File: src/rtl/calc_pkg.sv
// calc_pkg: key codes, op encoding and FSM state encoding shared by calc_ctrl and calc_alu
package calc_pkg;
  localparam logic [3:0] KEY_ADD = 4'd10;
  localparam logic [3:0] KEY_SUB = 4'd11;
  localparam logic [3:0] KEY_EQ = 4'd12;
  localparam logic [3:0] KEY_CLR = 4'd13;
  localparam logic [3:0] KEY_MUL = 4'd14;
  localparam logic [3:0] KEY_NONE = 4'd15;
  typedef enum logic [1:0] {OP_NONE, OP_ADD, OP_SUB, OP_MUL} op_t;
  typedef enum logic [2:0] {S_IDLE, S_WR_ENT, S_EXEC, S_WR_ACC, S_CLR0, S_CLR1} state_t;
endpackage

File: src/rtl/calc_alu.sv
// calc_alu: combinational accumulator op; multiplier only built when CALC_MUL_EN is defined
module calc_alu
  import calc_pkg::*;
(
  input  logic [15:0] a,
  input  logic [15:0] b,
  input  op_t         op,
  output logic [15:0] y,
  output logic        ovf
);
  logic [16:0] sum, dif;
  assign sum = {1'b0, a} + {1'b0, b};
  assign dif = {1'b0, a} - {1'b0, b};
`ifdef CALC_MUL_EN
  logic [31:0] prod;
  assign prod = {16'h0, a} * {16'h0, b};
  always_comb begin
    y = op == OP_ADD ? sum[15:0] : op == OP_SUB ? dif[15:0] : op == OP_MUL ? prod[15:0] : b;
    ovf = op == OP_ADD ? sum[16] : op == OP_SUB ? dif[16] : op == OP_MUL ? |prod[31:16] : 1'b0;
  end
`else
  always_comb begin
    y = op == OP_ADD ? sum[15:0] : op == OP_SUB ? dif[15:0] : b;
    ovf = op == OP_ADD ? sum[16] : op == OP_SUB ? dif[16] : 1'b0;
  end
`endif
endmodule

File: src/rtl/calc_ctrl.sv
// calc_ctrl: digit entry, op sequencing and regfile write/read control; CALC_MUL_EN enables key 14 '*'
module calc_ctrl
  import calc_pkg::*;
#(
  parameter logic [1:0] ACC_REG = 2'd0,
  parameter logic [1:0] ENT_REG = 2'd1
) (
  input  logic        ck,
  input  logic        res,
  input  logic [3:0]  key,
  input  logic        key_vld,
  output logic        busy,
  input  logic [15:0] rf_q,
  output logic [15:0] rf_d,
  output logic [1:0]  rf_wsel,
  output logic [1:0]  rf_rsel,
  output logic        rf_we,
  output logic [15:0] disp,
  output logic        err
);
`ifdef CALC_MUL_EN
  localparam logic MUL_EN = 1'b1;
`else
  localparam logic MUL_EN = 1'b0;
`endif
  state_t state, nxt;
  logic [15:0] entry, res_r, alu_y;
  logic [19:0] ent_x10;
  logic acc, is_dig, is_op, alu_ovf;
  op_t pend_op, new_op, key_op;
  assign acc = key_vld && state == S_IDLE;
  assign is_dig = key < 4'd10;
  assign is_op = key == KEY_ADD || key == KEY_SUB || key == KEY_EQ || (MUL_EN && key == KEY_MUL);
  assign key_op = key == KEY_ADD ? OP_ADD : key == KEY_SUB ? OP_SUB : key == KEY_MUL ? OP_MUL : OP_NONE;
  assign ent_x10 = {4'h0, entry} * 20'd10 + {16'h0, key};
  calc_alu u_alu (.a(rf_q), .b(entry), .op(pend_op), .y(alu_y), .ovf(alu_ovf));
  always_ff @(posedge ck or negedge res)
    if (!res) state <= S_IDLE;
    else state <= nxt;
  always_comb
    nxt = state == S_IDLE ? (acc && is_op ? S_WR_ENT : acc && key == KEY_CLR ? S_CLR0 : S_IDLE) :
          state == S_WR_ENT ? S_EXEC :
          state == S_EXEC ? S_WR_ACC :
          state == S_CLR0 ? S_CLR1 : S_IDLE;
  always_comb begin
    busy = state != S_IDLE;
    rf_we = !(state inside {S_WR_ENT, S_WR_ACC, S_CLR0, S_CLR1});
    rf_wsel = state inside {S_WR_ENT, S_CLR1} ? ENT_REG : state inside {S_WR_ACC, S_CLR0} ? ACC_REG : 2'd0;
    rf_d = state == S_WR_ENT ? entry : state == S_WR_ACC ? res_r : 16'h0;
    rf_rsel = ACC_REG;
  end
  always_ff @(posedge ck or negedge res)
    if (!res) begin
      entry <= '0;
      disp <= '0;
      err <= 1'b0;
      res_r <= '0;
      pend_op <= OP_NONE;
      new_op <= OP_NONE;
    end else begin
      // an overflowing digit leaves entry intact and only flags the error
      if (acc && is_dig) begin
        if (|ent_x10[19:16]) err <= 1'b1;
        else begin
          entry <= ent_x10[15:0];
          disp <= ent_x10[15:0];
        end
      end
      if (acc && is_op) new_op <= key_op;
      if (state == S_EXEC) begin
        res_r <= alu_y;
        if (alu_ovf) err <= 1'b1;
      end
      if (state == S_WR_ACC) begin
        disp <= res_r;
        entry <= '0;
        pend_op <= new_op;
      end
      if (state == S_CLR0) begin
        entry <= '0;
        disp <= '0;
        err <= 1'b0;
        pend_op <= OP_NONE;
      end
    end
endmodule

File: config.mk
export PLATFORM = sky130hd
export DESIGN_NAME = calc_ctrl
export DESIGN_NICKNAME = d
export VERILOG_FILES = /design/src/rtl/calc_pkg.sv /design/src/rtl/calc_alu.sv /design/src/rtl/calc_ctrl.sv
export SDC_FILE = /design/constraint.sdc
export NUM_CORES = 1
export LEC_CHECK = 0
export ABC_CLOCK_PERIOD_IN_PS = 9000
export BUFFER_PORTS_ARGS = -buffer_cell sky130_fd_sc_hd__buf_4
export CORE_MARGIN = 2
export CORE_UTILIZATION = 50
export CTS_CLUSTER_DIAMETER = 100
export DETAILED_ROUTE_END_ITERATION = 6
export GPL_TIMING_DRIVEN = 0
export PLACE_DENSITY = 0.69
export SLEW_MARGIN = 20
export SYNTH_ARGS = -nofsm -noshare
export SYNTH_HDL_FRONTEND = slang
export SYNTH_SLANG_ARGS = --single-unit
File: constraint.sdc
create_clock -name ck -period 9 [get_ports ck]
set_clock_uncertainty 0.1 [all_clocks]
set_input_delay 2.25 -clock ck [delete_from_list [all_inputs] [get_ports ck]]
set_output_delay 2.25 -clock ck [all_outputs]
set_load 0.005 [all_outputs]
# Word level (Yosys, flattened, before mapping)
# Index checks and enable logic that the tools add are counted.
# classes
div_mod_pow,0
addsub,3
n_mux,29
bitwise,0
order_cmp,1
reduce_logical,15
mul,1
n_shift,0
eq_ne,13
# ops
operator,count
two-way mux 16 bit,10
adder 20 x 4 -> 20 bit,1
"equality test 4 bit, second input constant",5
"multiplier 16 x 3 -> 19 bit, second input constant",1
two-way mux 3 bit,6
adder 16 x 16 -> 17 bit,1
subtractor 16 x 16 -> 17 bit,1
two-way mux 2 bit,5
two-way mux 1 bit,8
"equality test 3 x 2 -> 1 bit, second input constant",2
"equality test 3 bit, second input constant",2
nonzero test 3 bit,2
logical AND 1 bit,4
"less-than comparator 4 bit, second input constant",1
nonzero test 2 bit,2
nonzero test 4 bit,1
OR reduction 4 bit,1
"equality test 3 x 1 -> 1 bit, second input constant",1
zero test 3 bit,1
"inequality test 3 bit, second input constant",1
"equality test 2 x 1 -> 1 bit, second input constant",1
"equality test 2 bit, second input constant",1
logical OR 1 bit,2
AND reduction 2 bit,1
zero test 1 bit,1
# totals
register_bits,56
out_inout_bits,39
latchBits,0
elab_cells,69
memories,0
ramBits,0
rom_bits,0
input_bits,23

# Logic depth before layout (Yosys ltp)
# depth
ltp_word,8
ltp_mapped,13
depth_no_buf,12

# Hierarchy
# Synthesis repeated with hierarchy kept, for this count alone.
# unflattened
hier_cells,668
hier_area_um2,5569.1
# by_module_without_submodules
mod,seq_area_each_um2,n_inst,cells_each,area_each_um2
calc_ctrl,1401.3,1,396,3773.6
calc_alu,0.0,1,272,1795.5

# Worst setup path after synthesis
# Ideal clock, no wire load.
# synth_path
path_type,in2reg
from,in rf_q[0]
to,reg res_r[14]
setup_ns,0.129
path_slack_ns,4.351
path_buffers,0
required_time_ns,8.771
t_arrival_ns,4.420
cell_stages,12
cell_sequence,ha_1 > inv_1 > fa_1 > o21ba_2 > o21bai_1 > a21oi_1 > o21a_1 > a32o_1 > o31a_1 > nor4bb_1 > o31ai_1 > nand3_1
# synth_via
elab_chain_len,3
word_cells_on_any_way,4
cone_classes,add/sub: 2; mux: 2
# synth_rtl
element,line,source
start: declaration,calc_ctrl.sv:13,"input logic [15:0] rf_q,"
subtractor 16 x 16 -> 17 bit,calc_alu.sv:13,"assign dif = {1'b0, a} - {1'b0, b};"
two-way mux 16 bit,calc_alu.sv:23,y = op == OP_ADD ? sum[15:0] : op == OP_SUB ? dif[15:0] : b;
two-way mux 16 bit *,calc_alu.sv:23,
end signal: assignment,calc_ctrl.sv:71,res_r <= alu_y;
end: declaration,calc_ctrl.sv:27,"logic [15:0] entry, res_r, alu_y;"
# Every way passes the cells marked *; elsewhere a longest branch is shown, timed or not.
# A chain may end at the register's enable or synchronous reset.

# Final worst setup path
# layout_path
from,in key[1]
to,reg disp[7]
# layout_via
elab_chain_len,5
word_cells_on_any_way,11
cone_classes,add/sub: 1; order compare: 1; eq/ne: 1; mux: 4; reduce/logical: 4
# layout_rtl
element,line,source
start: declaration,calc_ctrl.sv:10,"input logic [3:0] key,"
adder 20 x 4 -> 20 bit,calc_ctrl.sv:35,"assign ent_x10 = {4'h0, entry} * 20'd10 + {16'h0, key};"
two-way mux 16 bit,calc_ctrl.sv:63,if (|ent_x10[19:16]) err <= 1'b1;
two-way mux 16 bit,calc_ctrl.sv:62,if (acc && is_dig) begin
two-way mux 16 bit,calc_ctrl.sv:74,if (state == S_WR_ACC) begin
two-way mux 16 bit,calc_ctrl.sv:79,if (state == S_CLR0) begin
end signal: assignment,calc_ctrl.sv:66,disp <= ent_x10[15:0];
end signal: assignment,calc_ctrl.sv:75,disp <= res_r;
end: declaration,calc_ctrl.sv:18,"output logic [15:0] disp,"
# Several ways; a longest one is shown, not always the timed one. The select of a mux whose other input is x is not followed.

==> flow_summary.html <==
<table>
<tr><th>Metric</th><th>Value</th></tr>
<tr><th colspan="2">Drt</th></tr>
<tr><td>DRT Pass-1 Iters</td><td>5</td></tr>
<tr><td>Length of routed met3 wiring</td><td>about 610 um</td></tr>
<tr><td>Wl on met1</td><td>approximately 7300 um</td></tr>
<tr><td>Total via count after detailed routing</td><td>~5300</td></tr>
<tr><td>Routed length per instance</td><td>about 18 um</td></tr>
<tr><td>Top Metal Used</td><td>met4</td></tr>
<tr><td>Number of design-rule violations left by the first detailed-router iteration</td><td>roughly 410</td></tr>
<tr><td>Met2 wire length</td><td>between 7000 and 8000 um</td></tr>
<tr><td>Via count normalized by instance count</td><td>slightly above 6</td></tr>
<tr><td>Drt drc</td><td>0</td></tr>
<tr><td>Overall routed net length</td><td>between 15000 and 20000 um</td></tr>
<tr><td>Antenna-violating nets left</td><td>0</td></tr>
<tr><th colspan="2">Timing</th></tr>
<tr><td>Setup-violating endpoint count in the final report</td><td>0</td></tr>
<tr><td>Transition time at the pin with the least slew margin</td><td>between 700 and 800 ps</td></tr>
<tr><td>TNS Setup</td><td>0 ps</td></tr>
<tr><td>Final hold violation count</td><td>0</td></tr>
<tr><td>Period Utilization, post-route</td><td>0.556</td></tr>
<tr><td>Top achievable clock speed</td><td>200 MHz</td></tr>
<tr><td>Min cycle time layout</td><td>approximately 5000 ps</td></tr>
<tr><td>Worst hold slack</td><td>a little over 400 ps</td></tr>
<tr><td>Slew Limit Headroom</td><td>0.522</td></tr>
<tr><td>Final setup margin</td><td>between 3000 and 4000 ps</td></tr>
<tr><td>Unrepaired setup endpoints after global routing</td><td>false</td></tr>
<tr><td>Final slew viol count</td><td>0</td></tr>
<tr><th colspan="2">Clock tree</th></tr>
<tr><td>Clock tree buffer depth</td><td>2</td></tr>
<tr><td>Latest clock arrival within the worst-skew pair</td><td>about 320 ps</td></tr>
<tr><td>TritonCTS clock tree</td><td>built</td></tr>
<tr><td>Root buffer selected by CTS</td><td>sky130_fd_sc_hd__clkbuf_8</td></tr>
<tr><td>Post-cts sizing count</td><td>0</td></tr>
<tr><td># clock sinks</td><td>56</td></tr>
<tr><td>Level count of the clock H-tree</td><td>2</td></tr>
<tr><td>Hold buffer count at CTS</td><td>0</td></tr>
<tr><td>Setup repair bufs after CTS</td><td>0</td></tr>
<tr><td>Worst-path clk slew</td><td>about 100 ps</td></tr>
<tr><td>Number of CTS-inserted buffers</td><td>5</td></tr>
<tr><th colspan="2">Layout</th></tr>
<tr><td>Share of layout cells above drive strength 1</td><td>0.128</td></tr>
<tr><td>Sequential cell area</td><td>around 1400 um^2</td></tr>
<tr><td>Synth-to-Final Area Change</td><td>13.3%</td></tr>
<tr><td>Final Instance Count excl. Fillers</td><td>875</td></tr>
<tr><td>Multi-input logic area</td><td>3780 um^2</td></tr>
<tr><td>FILL cells</td><td>around 1000</td></tr>
<tr><td>N_diodes</td><td>0</td></tr>
<tr><td>Net count reported at finish</td><td>just over 800</td></tr>
<tr><th colspan="2">Worst setup path</th></tr>
<tr><td>Peak fanout along the critical path</td><td>10</td></tr>
<tr><td>Critical R2R Capture</td><td>disp[7]$_DFFE_PN0P_</td></tr>
<tr><td>Worst path required time</td><td>9150 ps</td></tr>
<tr><td>Critical Path AT</td><td>5160 ps</td></tr>
<tr><td>Startpoint of the most critical register-to-register path</td><td>entry[1]$_DFFE_PN0P_</td></tr>
<tr><td>Sort of element at the start of the critical path</td><td>primary input</td></tr>
<tr><td>Category of the most critical setup path</td><td>primary input to flip-flop</td></tr>
<tr><td>Flop-to-flop setup slack</td><td>between 4000 and 5000 ps</td></tr>
<tr><td>Number of cell instances on the worst register-to-register path</td><td>13</td></tr>
<tr><td>Critical path endpoint category</td><td>flip-flop</td></tr>
<tr><th colspan="2">Global routing</th></tr>
<tr><td>Largest net degree at the start of global routing</td><td>57</td></tr>
<tr><td>Overflow after GRT</td><td>0</td></tr>
<tr><td>Via count of the first global-routing pass</td><td>around 5000</td></tr>
<tr><td>Number of antenna violations at the first check in global routing</td><td>0</td></tr>
<tr><td>Global-route total usage across every layer</td><td>0.276</td></tr>
<tr><td>First-pass GRT wire length</td><td>25600 um</td></tr>
<tr><th colspan="2">Worst hold path</th></tr>
<tr><td>Cells on Worst Hold Path</td><td>2</td></tr>
<tr><td>Critical hold path startpoint</td><td>res_r[13]$_DFFE_PN0N_</td></tr>
<tr><td>End point of the most critical hold path</td><td>res_r[13]$_DFFE_PN0N_</td></tr>
<tr><td>Path category of the worst min-delay check</td><td>flip-flop to flip-flop</td></tr>
<tr><th colspan="2">Yosys</th></tr>
<tr><td>Yosys warns</td><td>0</td></tr>
<tr><td>Post-synthesis cell type with the largest combined area</td><td>sky130_fd_sc_hd__dfrtp_1</td></tr>
<tr><td>Share of Yosys cell area claimed by the top area cell type</td><td>0.257</td></tr>
<tr><td>FFs w/ async S/R, synth</td><td>1.00</td></tr>
<tr><td>Top cell types by occurrence after synthesis</td><td>84 x sky130_fd_sc_hd__nand2_1, 63 x sky130_fd_sc_hd__ha_1, 56 x sky130_fd_sc_hd__dfrtp_1, 48 x sky130_fd_sc_hd__nor2_1, 40 x sky130_fd_sc_hd__a21oi_1</td></tr>
<tr><td>Synthesized flop and latch total</td><td>56</td></tr>
<tr><td>Most used standard cell by instance count after synthesis</td><td>sky130_fd_sc_hd__nand2_1</td></tr>
<tr><td>Number of library cell types mapped by synthesis</td><td>74</td></tr>
<tr><td>Prevailing post-synth register cell</td><td>sky130_fd_sc_hd__dfrtp_1</td></tr>
<tr><td>Number of flops mapped to enable cells by yosys</td><td>0</td></tr>
<tr><td>Post-synthesis instance area</td><td>5460 um^2</td></tr>
<tr><td>Number of standard cells after synthesis</td><td>~670</td></tr>
<tr><td>Avg Cell Area, Syn</td><td>8.19 um^2</td></tr>
<tr><td>Share of synthesized area occupied by flip-flops and latches</td><td>0.257</td></tr>
<tr><td>Area contributors post-synth</td><td>sky130_fd_sc_hd__dfrtp_1 26%, sky130_fd_sc_hd__ha_1 14%, sky130_fd_sc_hd__nand2_1 5.8%</td></tr>
<tr><th colspan="2">Placement</th></tr>
<tr><td>Routability congestion estimate</td><td>~0.9</td></tr>
<tr><td>Cell total after placement</td><td>between 800 and 900</td></tr>
<tr><td>DP Wirelength</td><td>12800 um</td></tr>
<tr><td>Count of input and output buffers</td><td>between 50 and 60</td></tr>
<tr><td>Post-place setup slack</td><td>~3700 ps</td></tr>
<tr><th colspan="2">Die</th></tr>
<tr><td>Die footprint</td><td>roughly 12000 um^2</td></tr>
<tr><td>X dimension of the die</td><td>approximately 110 um</td></tr>
<tr><td>Starting Density</td><td>0.508</td></tr>
<tr><td>Die height</td><td>109 um</td></tr>
<tr><td>Row count</td><td>38</td></tr>
<tr><td>Total core area</td><td>about 11000 um^2</td></tr>
<tr><td>Count of boundary I/O pins</td><td>62</td></tr>
<tr><th colspan="2">Power and ir drop</th></tr>
<tr><td>Max rail drop VDD</td><td>0.171 mV</td></tr>
<tr><td>Pwr Density</td><td>between 300 and 400 nW/um^2</td></tr>
<tr><td>Lkg Pwr</td><td>about 2.9 nW</td></tr>
<tr><th colspan="2">Job</th></tr>
<tr><td>Max Cap Viol</td><td>0</td></tr>
<tr><th colspan="2">Status</th></tr>
<tr><td>Status</td><td>complete, no violations</td></tr>
</table>
-- logic make-up after synthesis --
logic type,count (synthesis),share of synthesized area
AOI/OAI and AO/OA,206,0.265
xor gates and xnor gates,20,0.0348
adders and majority gates,67,0.159
buffers and inverters,69,0.0520
DFF,56,0.257
muxes,8,0.0151
other,1,0.000687
and+or+nand+nor,240,0.216
-- cell usage in the layout (no fill, tap or decap), drive strengths merged, types with 6 or more instances in the layout --
cell type,count
or3,7
clkbuf,31
o22ai,17
o211ai,7
xnor2,11
inv,37
nand2,84
buf,65
dfrtp,56
nor2,48
ha,63
a22o,7
and3,8
nand3,16
xor2,9
a21oi,41
nand2b,11
nor3b,7
o21ai,39
a211oi,11
and2,7
nor2b,17
o31ai,8
mux2i,6
nor3,17
o21bai,7
-- worst max path at each step --
stage          cells after the start                    end    start  slack, ps
2_1_floorplan                     12  res_r[14]$_DFFE_PN0N_  rf_q[0]       4350
3_3_place_gp                      13    disp[0]$_DFFE_PN0P_   key[1]       3740
3_5_place_dp                      13    disp[7]$_DFFE_PN0P_   key[1]       3660
4_1_cts                           13    disp[7]$_DFFE_PN0P_   key[1]       4000
5_1_grt                           13   entry[9]$_DFFE_PN0P_   key[1]       3810
6_report                          13    disp[7]$_DFFE_PN0P_   key[1]       3990
-- report_power, final --
part	internal (mW)	switching, mW
clock network	0.0827	0.0811
registers	0.353	0.128
logic	0.591	0.838
-- metal layers --
metal  track usage  up-vias
li1              -     2571
met1         0.373     2555
met2         0.474      140
met3        0.0211       17
met4        0.0769        0
met5             0        -
-- per-stage QoR --
stage	total power [mW]	util	area [um^2]
final	2.07	0.576	6190
after CTS	2.06	0.576	6190
after floorplan	1.46	-	5470
after detailed placement	1.89	0.566	6080
after global placement	1.85	0.566	6080
after global routing	2.25	0.576	6190
-- registers in the layout, indices dropped and copies added, names as in the netlist --
register  flops
state         3
entry        16
new_op        2
pend_op       2
disp         16
res_r        16
err           1
-- area by class of cell --
type / count / share of cell area
Tap cell: 140 / 0.0283
Clock buffer: 6 / 0.0117
Buffer: 32 / 0.0235
Inverter: 37 / 0.0224
Sequential cell: 56 / 0.226
Multi-Input combinational cell: 544 / 0.612
Clock inverter: 2 / 0.00566
Timing Repair Buffer: 58 / 0.0704
-- critical path, cell delays in order --
cell and delay (ps):
sky130_fd_sc_hd__buf_4 140, sky130_fd_sc_hd__ha_1 200, sky130_fd_sc_hd__fa_1 190, sky130_fd_sc_hd__and2_1 170, sky130_fd_sc_hd__o2111ai_1 170, sky130_fd_sc_hd__nor4_1 590
sky130_fd_sc_hd__nand2_1 130, sky130_fd_sc_hd__nor4bb_1 150, sky130_fd_sc_hd__and4b_1 230, sky130_fd_sc_hd__o21ai_4 280, sky130_fd_sc_hd__buf_2 300, sky130_fd_sc_hd__o21ai_0 170
sky130_fd_sc_hd__o21ai_1 190
No activity file was read; power rests on OpenSTA's default activity.
